## config.mk

```make
export PLATFORM = sky130hd
export DESIGN_NAME = tx_link_scheduler
export DESIGN_NICKNAME = d
export VERILOG_FILES = /design/src/rtl/pcie_phy_pkg.sv /design/src/rtl/skp_interval_timer.sv /design/src/rtl/tx_link_scheduler.sv
export SDC_FILE = /design/constraint.sdc
export NUM_CORES = 1
export LEC_CHECK = 0
export ABC_CLOCK_PERIOD_IN_PS = 1850
export BUFFER_PORTS_ARGS = -buffer_cell sky130_fd_sc_hd__buf_2
export CAP_MARGIN = 20
export CORE_MARGIN = 4
export CORE_UTILIZATION = 40
export CTS_BUF_LIST = sky130_fd_sc_hd__clkbuf_8
export DETAILED_ROUTE_END_ITERATION = 12
export PLACE_DENSITY_LB_ADDON = 0.25
export SLEW_MARGIN = 20
export SYNTH_ARGS = -nofsm -noshare
export SYNTH_HDL_FRONTEND = slang
export SYNTH_HIERARCHICAL = 1
export SYNTH_SLANG_ARGS = --single-unit
```

## constraint.sdc

```tcl
create_clock -name clk_i -period 1.85 [get_ports clk_i]
set_input_delay 0.2775 -clock clk_i [delete_from_list [all_inputs] [get_ports clk_i]]
set_output_delay 0.2775 -clock clk_i [all_outputs]
set_load 0.02 [all_outputs]
```

## src/rtl/pcie_phy_pkg.sv

```systemverilog
// Shared 8b10b K-code constants, scheduler state encoding and the per-byte
// control bundle handed to the lane datapath.
package pcie_phy_pkg;

    localparam logic [7:0] K_COM = 8'hBC;
    localparam logic [7:0] K_SKP = 8'h1C;
    localparam logic [7:0] K_STP = 8'hFB;
    localparam logic [7:0] K_SDP = 8'h5C;
    localparam logic [7:0] K_END = 8'hFD;

    typedef enum logic [3:0] {
        ST_IDLE,
        ST_SKP_COM,
        ST_SKP_SYM,
        ST_TLP_STP,
        ST_TLP_BODY,
        ST_TLP_END,
        ST_DLLP_SDP,
        ST_DLLP_BODY,
        ST_DLLP_END
    } tx_sched_state_e;

    typedef struct packed {
        logic [7:0] data;
        logic       valid;
        logic       k;
        logic       os;
        logic       bypass;
    } tx_symbol_t;

    // Builds a valid byte with its lane-control flags.
    function automatic tx_symbol_t make_sym(input logic [7:0] data, input logic k,
                                           input logic os, input logic bypass);
        tx_symbol_t s;
        s.data   = data;
        s.valid  = 1'b1;
        s.k      = k;
        s.os     = os;
        s.bypass = bypass;
        return s;
    endfunction

endpackage

```

## src/rtl/skp_interval_timer.sv

```systemverilog
// Free-running SKP interval counter with a sticky request flag; a second
// expiry while a request is still waiting does not queue another one.
module skp_interval_timer #(
    parameter int unsigned SKP_INTERVAL = 1180
) (
    input  logic clk_i,
    input  logic rst_i,
    input  logic enable_i,
    input  logic clear_i,
    output logic pending_o
);

    localparam int unsigned CNT_W = (SKP_INTERVAL > 1) ? $clog2(SKP_INTERVAL) : 1;

    logic [CNT_W-1:0] count_q, count_d;
    logic             pending_q, pending_d;
    logic             expire;

    // NOTE: every signal written here gets a default first, so no path can infer a latch.
    always_comb begin
        expire    = (count_q == CNT_W'(SKP_INTERVAL - 1));
        count_d   = expire ? '0 : count_q + CNT_W'(1);
        pending_d = pending_q;
        if (expire) begin
            pending_d = 1'b1;
        end
        // Consuming the request wins over a coincident expiry.
        if (clear_i) begin
            pending_d = 1'b0;
        end
        if (!enable_i) begin
            count_d   = '0;
            pending_d = 1'b0;
        end
    end

    // NOTE: state registers use non-blocking assignments only.
    always_ff @(posedge clk_i) begin
        if (rst_i) begin
            count_q   <= '0;
            pending_q <= 1'b0;
        end else begin
            count_q   <= count_d;
            pending_q <= pending_d;
        end
    end

    assign pending_o = pending_q;

endmodule

```

## src/rtl/tx_link_scheduler.sv

```systemverilog
// Byte-per-cycle TX scheduler: arbitrates TLP/DLLP streams, frames them with
// STP/SDP..END, inserts SKP ordered sets and fills gaps with logical idle.
module tx_link_scheduler
    import pcie_phy_pkg::*;
#(
    parameter int unsigned SKP_INTERVAL    = 1180,
    parameter int unsigned SKP_COUNT       = 3,
    parameter int unsigned DLLP_STREAK_MAX = 4,
    parameter int unsigned DATA_WIDTH      = 8
) (
    input  logic                  clk_i,
    input  logic                  rst_i,
    input  logic                  link_up_i,
    input  logic [DATA_WIDTH-1:0] tlp_data_i,
    input  logic                  tlp_valid_i,
    input  logic                  tlp_last_i,
    output logic                  tlp_ready_o,
    input  logic [DATA_WIDTH-1:0] dllp_data_i,
    input  logic                  dllp_valid_i,
    input  logic                  dllp_last_i,
    output logic                  dllp_ready_o,
    output logic [DATA_WIDTH-1:0] data_frame_o,
    output logic                  data_frame_valid_o,
    output logic                  is_k_symbol_o,
    output logic                  is_ordered_set_o,
    output logic                  bypass_scrambler_o,
    output logic                  skp_pending_o
);

    localparam int unsigned STREAK_W = (DLLP_STREAK_MAX > 0) ? $clog2(DLLP_STREAK_MAX + 1) : 1;

    tx_sched_state_e     state_q, state_d;
    logic [2:0]          skp_cnt_q, skp_cnt_d;
    logic [STREAK_W-1:0] streak_q, streak_d;
    tx_symbol_t          out_q, out_d;
    logic                skp_pending;
    logic                skp_grant;
    logic                arb;

    skp_interval_timer #(
        .SKP_INTERVAL(SKP_INTERVAL)
    ) u_skp_timer (
        .clk_i    (clk_i),
        .rst_i    (rst_i),
        .enable_i (link_up_i),
        .clear_i  (skp_grant),
        .pending_o(skp_pending)
    );

    assign tlp_ready_o  = link_up_i && !rst_i && (state_q == ST_TLP_BODY);
    assign dllp_ready_o = link_up_i && !rst_i && (state_q == ST_DLLP_BODY);

    always_comb begin
        state_d   = state_q;
        skp_cnt_d = skp_cnt_q;
        streak_d  = streak_q;
        out_d     = '0;
        skp_grant = 1'b0;
        arb       = 1'b0;

        case (state_q)
            ST_IDLE: begin
                out_d = make_sym(8'h00, 1'b0, 1'b0, 1'b0);
                arb   = 1'b1;
            end
            ST_SKP_COM: begin
                out_d     = make_sym(K_COM, 1'b1, 1'b1, 1'b1);
                skp_cnt_d = '0;
                state_d   = ST_SKP_SYM;
            end
            ST_SKP_SYM: begin
                out_d = make_sym(K_SKP, 1'b1, 1'b1, 1'b1);
                if (skp_cnt_q == 3'(SKP_COUNT - 1)) begin
                    arb = 1'b1;
                end else begin
                    skp_cnt_d = skp_cnt_q + 3'd1;
                end
            end
            ST_TLP_STP: begin
                out_d   = make_sym(K_STP, 1'b1, 1'b0, 1'b1);
                state_d = ST_TLP_BODY;
            end
            ST_TLP_BODY: begin
                // A missing byte leaves out_d at zero: a bubble with valid low.
                if (tlp_valid_i) begin
                    out_d = make_sym(tlp_data_i, 1'b0, 1'b0, 1'b0);
                    if (tlp_last_i) begin
                        state_d = ST_TLP_END;
                    end
                end
            end
            ST_TLP_END: begin
                out_d = make_sym(K_END, 1'b1, 1'b0, 1'b1);
                arb   = 1'b1;
            end
            ST_DLLP_SDP: begin
                out_d   = make_sym(K_SDP, 1'b1, 1'b0, 1'b1);
                state_d = ST_DLLP_BODY;
            end
            ST_DLLP_BODY: begin
                if (dllp_valid_i) begin
                    out_d = make_sym(dllp_data_i, 1'b0, 1'b0, 1'b0);
                    if (dllp_last_i) begin
                        state_d = ST_DLLP_END;
                    end
                end
            end
            ST_DLLP_END: begin
                out_d = make_sym(K_END, 1'b1, 1'b0, 1'b1);
                arb   = 1'b1;
            end
            default: begin
                state_d = ST_IDLE;
            end
        endcase

        // Packet boundaries choose the next byte directly, so frames run back to back.
        if (arb) begin
            if (skp_pending) begin
                state_d   = ST_SKP_COM;
                skp_grant = 1'b1;
            end else if (tlp_valid_i && (streak_q == STREAK_W'(DLLP_STREAK_MAX))) begin
                state_d  = ST_TLP_STP;
                streak_d = '0;
            end else if (dllp_valid_i) begin
                state_d = ST_DLLP_SDP;
                if (streak_q != STREAK_W'(DLLP_STREAK_MAX)) begin
                    streak_d = streak_q + STREAK_W'(1);
                end
            end else if (tlp_valid_i) begin
                state_d  = ST_TLP_STP;
                streak_d = '0;
            end else begin
                state_d = ST_IDLE;
            end
        end

        // Losing the link abandons any packet in flight without an END.
        if (!link_up_i) begin
            state_d   = ST_IDLE;
            out_d     = '0;
            streak_d  = '0;
            skp_cnt_d = '0;
            skp_grant = 1'b0;
        end
    end

    always_ff @(posedge clk_i) begin
        if (rst_i) begin
            state_q   <= ST_IDLE;
            skp_cnt_q <= '0;
            streak_q  <= '0;
            out_q     <= '0;
        end else begin
            state_q   <= state_d;
            skp_cnt_q <= skp_cnt_d;
            streak_q  <= streak_d;
            out_q     <= out_d;
        end
    end

    assign data_frame_o       = out_q.data;
    assign data_frame_valid_o = out_q.valid;
    assign is_k_symbol_o      = out_q.k;
    assign is_ordered_set_o   = out_q.os;
    assign bypass_scrambler_o = out_q.bypass;
    assign skp_pending_o      = skp_pending;

endmodule

```

==> reports/metrics.cfg, run 1 <==
[drt]
first_iter_violations = 110
vias = 1632
route.detailed.drc = 0
routed_wl_um = 4050
wl_per_cell_um = 13.2
routed_via_density = 5.33
dr.pass1.iters = 4
ant_nets = 0

[logic_synthesis]
synth_top_flop_cell = dfxtp_1
yosysTopAreaCellShare_pct = 36.1
synth_cell_types = 54
synthArstFlopShare_pct = 0
ys_seq_elements = 33
yosysWarnings = 6
syn_inst = 215
yosys-top-cells-area = dfxtp_1 (36%), a21oi_1 (6.6%), nand2_1 (3.5%)
syn_avg_cell_area_um2 = 8.50
syn_nets = 243
synth_edf_count = 0
ys_seq_area_share_pct = 36.1
syn_area_mm2 = 0.00183
synth_top_area_cell = dfxtp_1

[critical_path]
ff2ff_setup_slack_ps = 170
worstPathArrival_ps = 1470
crit_buf_inv = 2
crit_chain = buf_12, nor2b_1, and3_1, buf_2
max_stage_delay_ps = 480
cp_slowest_cell = dfxtp_1
critPathTopFamily = flip-flops
cp-end-kind = output pin
required_ps = 1570
cp.depth = 4
cp_max_fo = 16
timing.rr.end = streak_q[1]
r2r_cells = 6
worstSetupStartpoint = state_q[2]
crit_path_start_kind = flip-flop
path_class = reg2out
r2r-start = skp_cnt_q[0]
endpoint = tlp_ready_o

[timing]
worst_slack_ps = 101
setup_violations = 0
period_share_pct = 94.6
tns_ps = 0
fin_crit_ps = 1750
slew_violations = 0
finClkSkew_ps = 1.89
worst_pin_slew_ps = 446
slew-limit-headroom_pct = 69.9
rsz0062_at_grt = no
final_hold_viol_count = 0
timing.fmax_ghz = 0.572
holdWs_ps = 266

[status]
status = finished, final reports clean

[floorplan]
rows = 24
chipHeight_um = 75.6
core_mm2 = 0.00438
die_x_um = 75.6
ioPinCount = 38
fp.dieArea_mm2 = 0.00572
start_util_pct = 41.7

[global_routing]
grt.busiest_layer = met2
met3_usage_pct = 4.88
use_met2_pct = 21.7
grt_usage_pct = 14.4
antenna_found_initial = 0
overflow = 0
grt_use_met1_pct = 19.7
grt_pass1_wl_um = 6260
grt_pass1_vias = 1335
grt_max_degree = 17

[cts]
root_buffer = clkbuf_8
cts_tree = yes
cts_buffer_depth = 2
cts_sinks = 33
path_clk_slew_ps = 70
ctsHtreeMaxLevel = 2
clk_latency_ps = 280
numCtsBuffers = 5

[final_layout]
final_common_cell = buf_2
diodes = 0
fillerInstances = 436
final_net_count = 281
final_area_mm2 = 0.00220
final_cell_mix = buf_2 (37), dfxtp_1 (32), a21oi_1 (24), nand2_1 (17), nor2_1 (17)
fin_cells = 306
final_util_pct = 50.2
layout-drive-gt1-share_pct = 27.6
syn_to_final_growth_pct = 20.4

[place]
dp_worst_setup_slack_ps = 116
port_buffers = 37
dp_cells = 297
dp_hpwl_um = 3030
routabilityCongestion = 0.812
placed_area_mm2 = 0.00207

[power_and_ir_drop]
power_density_mw_per_mm2 = 774
peakVddDrop_v = 0.000361
p_leak_nw = 0.885
fin_total_pwr_mw = 1.70

[worst_hold_path]
hp-class = in2reg

[run]
maxCapViolCount = 0

what timing repair did:
item,CTS,global route
setup endpoints to repair,0,2
endpoints found under the hold margin,0,0
hold buffers,0,0
buffers inserted,0,1
gates resized for setup,0,2
synthesized netlist by cell type (5+ instances only):
cell type  count
ha_1           5
buf_2          7
nand2_1       17
nand2b_1       8
nor3_1         5
nor2_1        17
a21oi_1       24
o31ai_1        5
nand3_1       11
o21ai_0        8
dfxtp_1       33
inv_1          7
a22oi_1        5
power breakdown:
| part | internal (mW) | leakage, nW | switching, mW |
|---|---|---|---|
| logic | 0.120 | 0.555 | 0.144 |
| clock network | 0.433 | 0.0626 | 0.254 |
| registers | 0.731 | 0.268 | 0.0209 |
| total | 1.28 | 0.885 | 0.418 |
cells by family (layout without fill, tap and decap cells):
| group | count (synthesis) | in the layout | synth area share, % |
|---|---|---|---|
| buf+inv | 23 | 62 | 6.02 |
| flops | 33 | 33 | 36.1 |
| xor+xnor | 5 | 5 | 2.40 |
| simple gates | 90 | 90 | 30.6 |
| fa+ha+maj | 5 | 5 | 3.42 |
| mux | 2 | 2 | 1.16 |
| compound gates | 57 | 57 | 20.3 |
worst min-delay path: cells and delay by family:
kind	cells	cell delay (ps)
and+or+nand+nor	1	50
buffers and inverters	1	100
AOI/OAI and AO/OA	1	70
registers in the layout (all words and copies together) (netlist names):
register and cells:
is_k_symbol_o 1, state_q 4, u_skp_timer/count_q 11, is_ordered_set_o 1
u_skp_timer/pending_o 1, skp_cnt_q 3, data_frame_valid_o 1, streak_q 3
data_frame_o 8
final cells by class:
type	count	area [um^2]	area share, %
clock buffer	6	82.6	3.75
clock inverter	2	33.8	1.53
inverter	7	26.3	1.19
multi-input combinational	159	1060	48.1
sequential	33	662	30.1
tap	52	65.1	2.96
timing repair buffer	47	273	12.4
metal layers:
layer  part of all wire [%]  vias up
met3                    7.7        2
met4                   0.47        0
li1                       -      854
met2                     42       52
met5                      0        -
met1                     50      724
worst min path at each step:
stage,slack (ps),endpoint,from,depth (start not counted)
floorplan,430,state_q[3],dllp_last_i,2
global placement,440,u_skp_timer/count_q[0],u_skp_timer/count_q[0],1
global route,270,data_frame_o[0],dllp_data_i[0],3
finish,270,data_frame_o[0],dllp_data_i[0],3
CTS,260,data_frame_o[0],dllp_data_i[0],3
detailed placement,460,u_skp_timer/count_q[0],u_skp_timer/count_q[0],1
(Power assumes the default switching activity.)
==> run 2, diff against run 1 <==
Settings changed: ABC_AREA from default to 1, CORE_ASPECT_RATIO from default to 1.5, CORE_MARGIN 4 to 5.
==> reports/metrics.cfg, run 2 <==
[logic_synthesis]
synth_edf_count = 0  ; unchanged
yosysTopAreaCellShare_pct = 37.7  ; +1.5 points
yosysMostFrequentCell = nand2_1
netlist_top_cells_count = nand2_1 (69), nor2_1 (44), inv_1 (41)
ys_seq_area_share_pct = 37.7  ; +1.5 points
syn_area_mm2 = 0.00175  ; -4.1%
yosysWarnings = 6  ; unchanged
synth_top_flop_cell = dfxtp_1
ys_seq_elements = 33  ; unchanged
synthArstFlopShare_pct = 0  ; unchanged
syn_avg_cell_area_um2 = 6.64  ; -22%
yosys-top-cells-area = dfxtp_1 (38%), nand2_1 (15%), nor2_1 (9.4%)
synth_top_area_cell = dfxtp_1
syn_nets = 292  ; +20%
syn_inst = 264  ; +23%
synth_cell_types = 25  ; -54%

[power_and_ir_drop]
peakVddDrop_v = 0.000668  ; +85%
power_density_mw_per_mm2 = 818  ; +5.8%
p_leak_nw = 1.04  ; +17%

[critical_path]
crit_path_start_kind = flip-flop
max_stage_delay_ps = 370  ; -110 ps
crit_top_cell = nor2_1
cp_max_fo = 6  ; -10
ff2ff_setup_slack_ps = 360  ; +190 ps
path_class = reg2out
crit_chain = nor2_1, nand2_1, nor2_1, buf_2
cp_slowest_cell = dfxtp_1
worstPathArrival_ps = 1340  ; -130 ps
required_ps = 1570  ; about the same
cp-end-kind = output pin

[timing]
final_hold_viol_count = 0  ; unchanged
tns_ps = 0  ; unchanged
finClkSkew_ps = 10.8  ; +8.87 ps
timing.fmax_ghz = 0.619  ; +8.3%
slew_violations = 0  ; unchanged
rsz0062_at_grt = no
worst_slack_ps = 235  ; +134 ps
setup_violations = 0  ; unchanged
fin_crit_ps = 1620  ; -134 ps
slew-limit-headroom_pct = 75.6  ; +5.7 points
worst_pin_slew_ps = 366  ; -79.9 ps
period_share_pct = 87.3  ; -7.2 points

[cts]
cts_buffer_depth = 2  ; unchanged
ctsHtreeMaxLevel = 2  ; unchanged
ctsResizeCount = 0  ; unchanged
root_buffer = clkbuf_8
ctsHoldBuffers = 0  ; unchanged
cts_tree = yes
postCtsSetupBuffers = 0  ; unchanged
cts_sinks = 33  ; unchanged
clk_latency_ps = 290  ; about the same
path_clk_slew_ps = 60  ; about the same
numCtsBuffers = 5  ; unchanged

[final_layout]
diodes = 0  ; unchanged
final_area_mm2 = 0.00212  ; -3.8%
final_net_count = 336  ; +20%
regMostFlops = u_skp_timer/count_q
syn_to_final_growth_pct = 20.8
final_cell_mix = nand2_1 (69), nor2_1 (44), inv_1 (42), buf_2 (37), dfxtp_1 (33)
largest_register_ffs = 11  ; unchanged
layout-drive-gt1-share_pct = 20.4  ; -7.2 points
final_common_cell = nand2_1

[global_routing]
grt_pass1_vias = 1634  ; +22%
grt_pass1_wl_um = 6640  ; +6.2%
overflow = 0  ; unchanged
grt_max_degree = 12  ; -5
grt_usage_pct = 14.2  ; -0.24 points
antenna_found_initial = 0  ; unchanged

[place]
dp_hpwl_um = 3190  ; +5.3%
port_buffers = 37  ; unchanged
routabilityCongestion = 0.937  ; +15%
dp_worst_setup_slack_ps = 389  ; +273 ps
placed_area_mm2 = 0.00200  ; -3.6%

[floorplan]
start_util_pct = 41.3  ; -0.40 points
die_x_um = 64.1  ; -15%
fp.dieArea_mm2 = 0.00583  ; +2.1%
rows = 29  ; +21%
core_mm2 = 0.00425  ; -3.2%
chipHeight_um = 91.1  ; +20%
ioPinCount = 38  ; unchanged

[run]
maxCapViolCount = 0  ; unchanged

[drt]
ant_nets = 0  ; unchanged
routed_via_density = 4.87  ; -8.6%
wl_per_cell_um = 11.1  ; -16%
first_iter_violations = 86  ; -22%
vias = 1730  ; +6.0%
route.detailed.drc = 0  ; unchanged
dr.pass1.iters = 4  ; unchanged
routed_wl_um = 3940  ; -2.6%

[status]
status = finished, final reports clean

[worst_hold_path]
hp-class = in2reg

[run 2: changes by cell type after synthesis, sizes merged, moves of 4 or more]
cell,before,now
nand3,12,26
nor4b,4,0
a22oi,5,0
inv,7,42
nor2,17,51
nand2b,8,0
a21oi,25,9
or4,4,0
buf,13,3
or3,4,0
nand2,17,70
o31ai,5,0
[run 2: critical path: cells and delay by family, from the launching register on]
family	cells	cell delay (ps)
flip-flops	1	370
buffers and inverters	1	170
AND/OR/NAND/NOR	3	520
[run 2: report_power, final]
part           internal [mW]  switching (mW)
Clock                  0.433           0.258
Sequential             0.738          0.0174
Combinational          0.100           0.184
Total                   1.27           0.460
[run 2: kinds of logic after synthesis]
| family | after synthesis | share of synthesized area, % |
|---|---|---|
| simple gates | 154 | 38.5 |
| compound gates | 21 | 7.57 |
| xor+xnor | 5 | 2.50 |
| flops | 33 | 37.7 |
| buf+inv | 46 | 10.2 |
| fa+ha+maj | 5 | 3.57 |
[run 2: path summary, 6_finish.rpt]
check	cells past startpoint	to	start
worst min-delay path	3	data_frame_o[5]	tlp_data_i[5]
worst max-delay path	4	tlp_ready_o	state_q[0]
worst min register to register	1	u_skp_timer/count_q[0]	u_skp_timer/count_q[0]
worst max register to register	5	data_frame_o[0]	state_q[0]
[run 2: routing by layer]
layer  vias to the layer above  global-route usage (%)  part of all wire, %  wire length, um
li1                        906                       -                    -                -
met1                       774                    13.5                   39             1540
met2                        39                    26.3                   53             2090
met3                        11                    4.44                  5.3              207
met4                         0                    7.11                  2.6              102
met5                         -                       0                    0                0
[run 2: layout make-up]
class,instances,area [um^2]
Clock inverter,2,33.8
Fill cell,453,2130
Multi-Input combinational cell,185,913
Clock buffer,6,82.6
Tap cell,46,57.6
Sequential cell,33,661
Inverter,43,161
Timing Repair Buffer,40,208
[run 2: through the flow]
| step | util, % | hold WS (ps) | total power, mW | cells |
|---|---|---|---|---|
| 3_3_place_gp | 47.1 | 440 | 1.06 | 347 |
| 5_1_grt | 49.9 | 279 | 1.82 | 355 |
| 3_5_place_dp | 47.1 | 447 | 1.06 | 347 |
| 2_1_floorplan | - | 429 | 0.969 | 264 |
| 4_1_cts | 49.9 | 267 | 1.75 | 355 |
| 6_report | 49.9 | 273 | 1.73 | 355 |
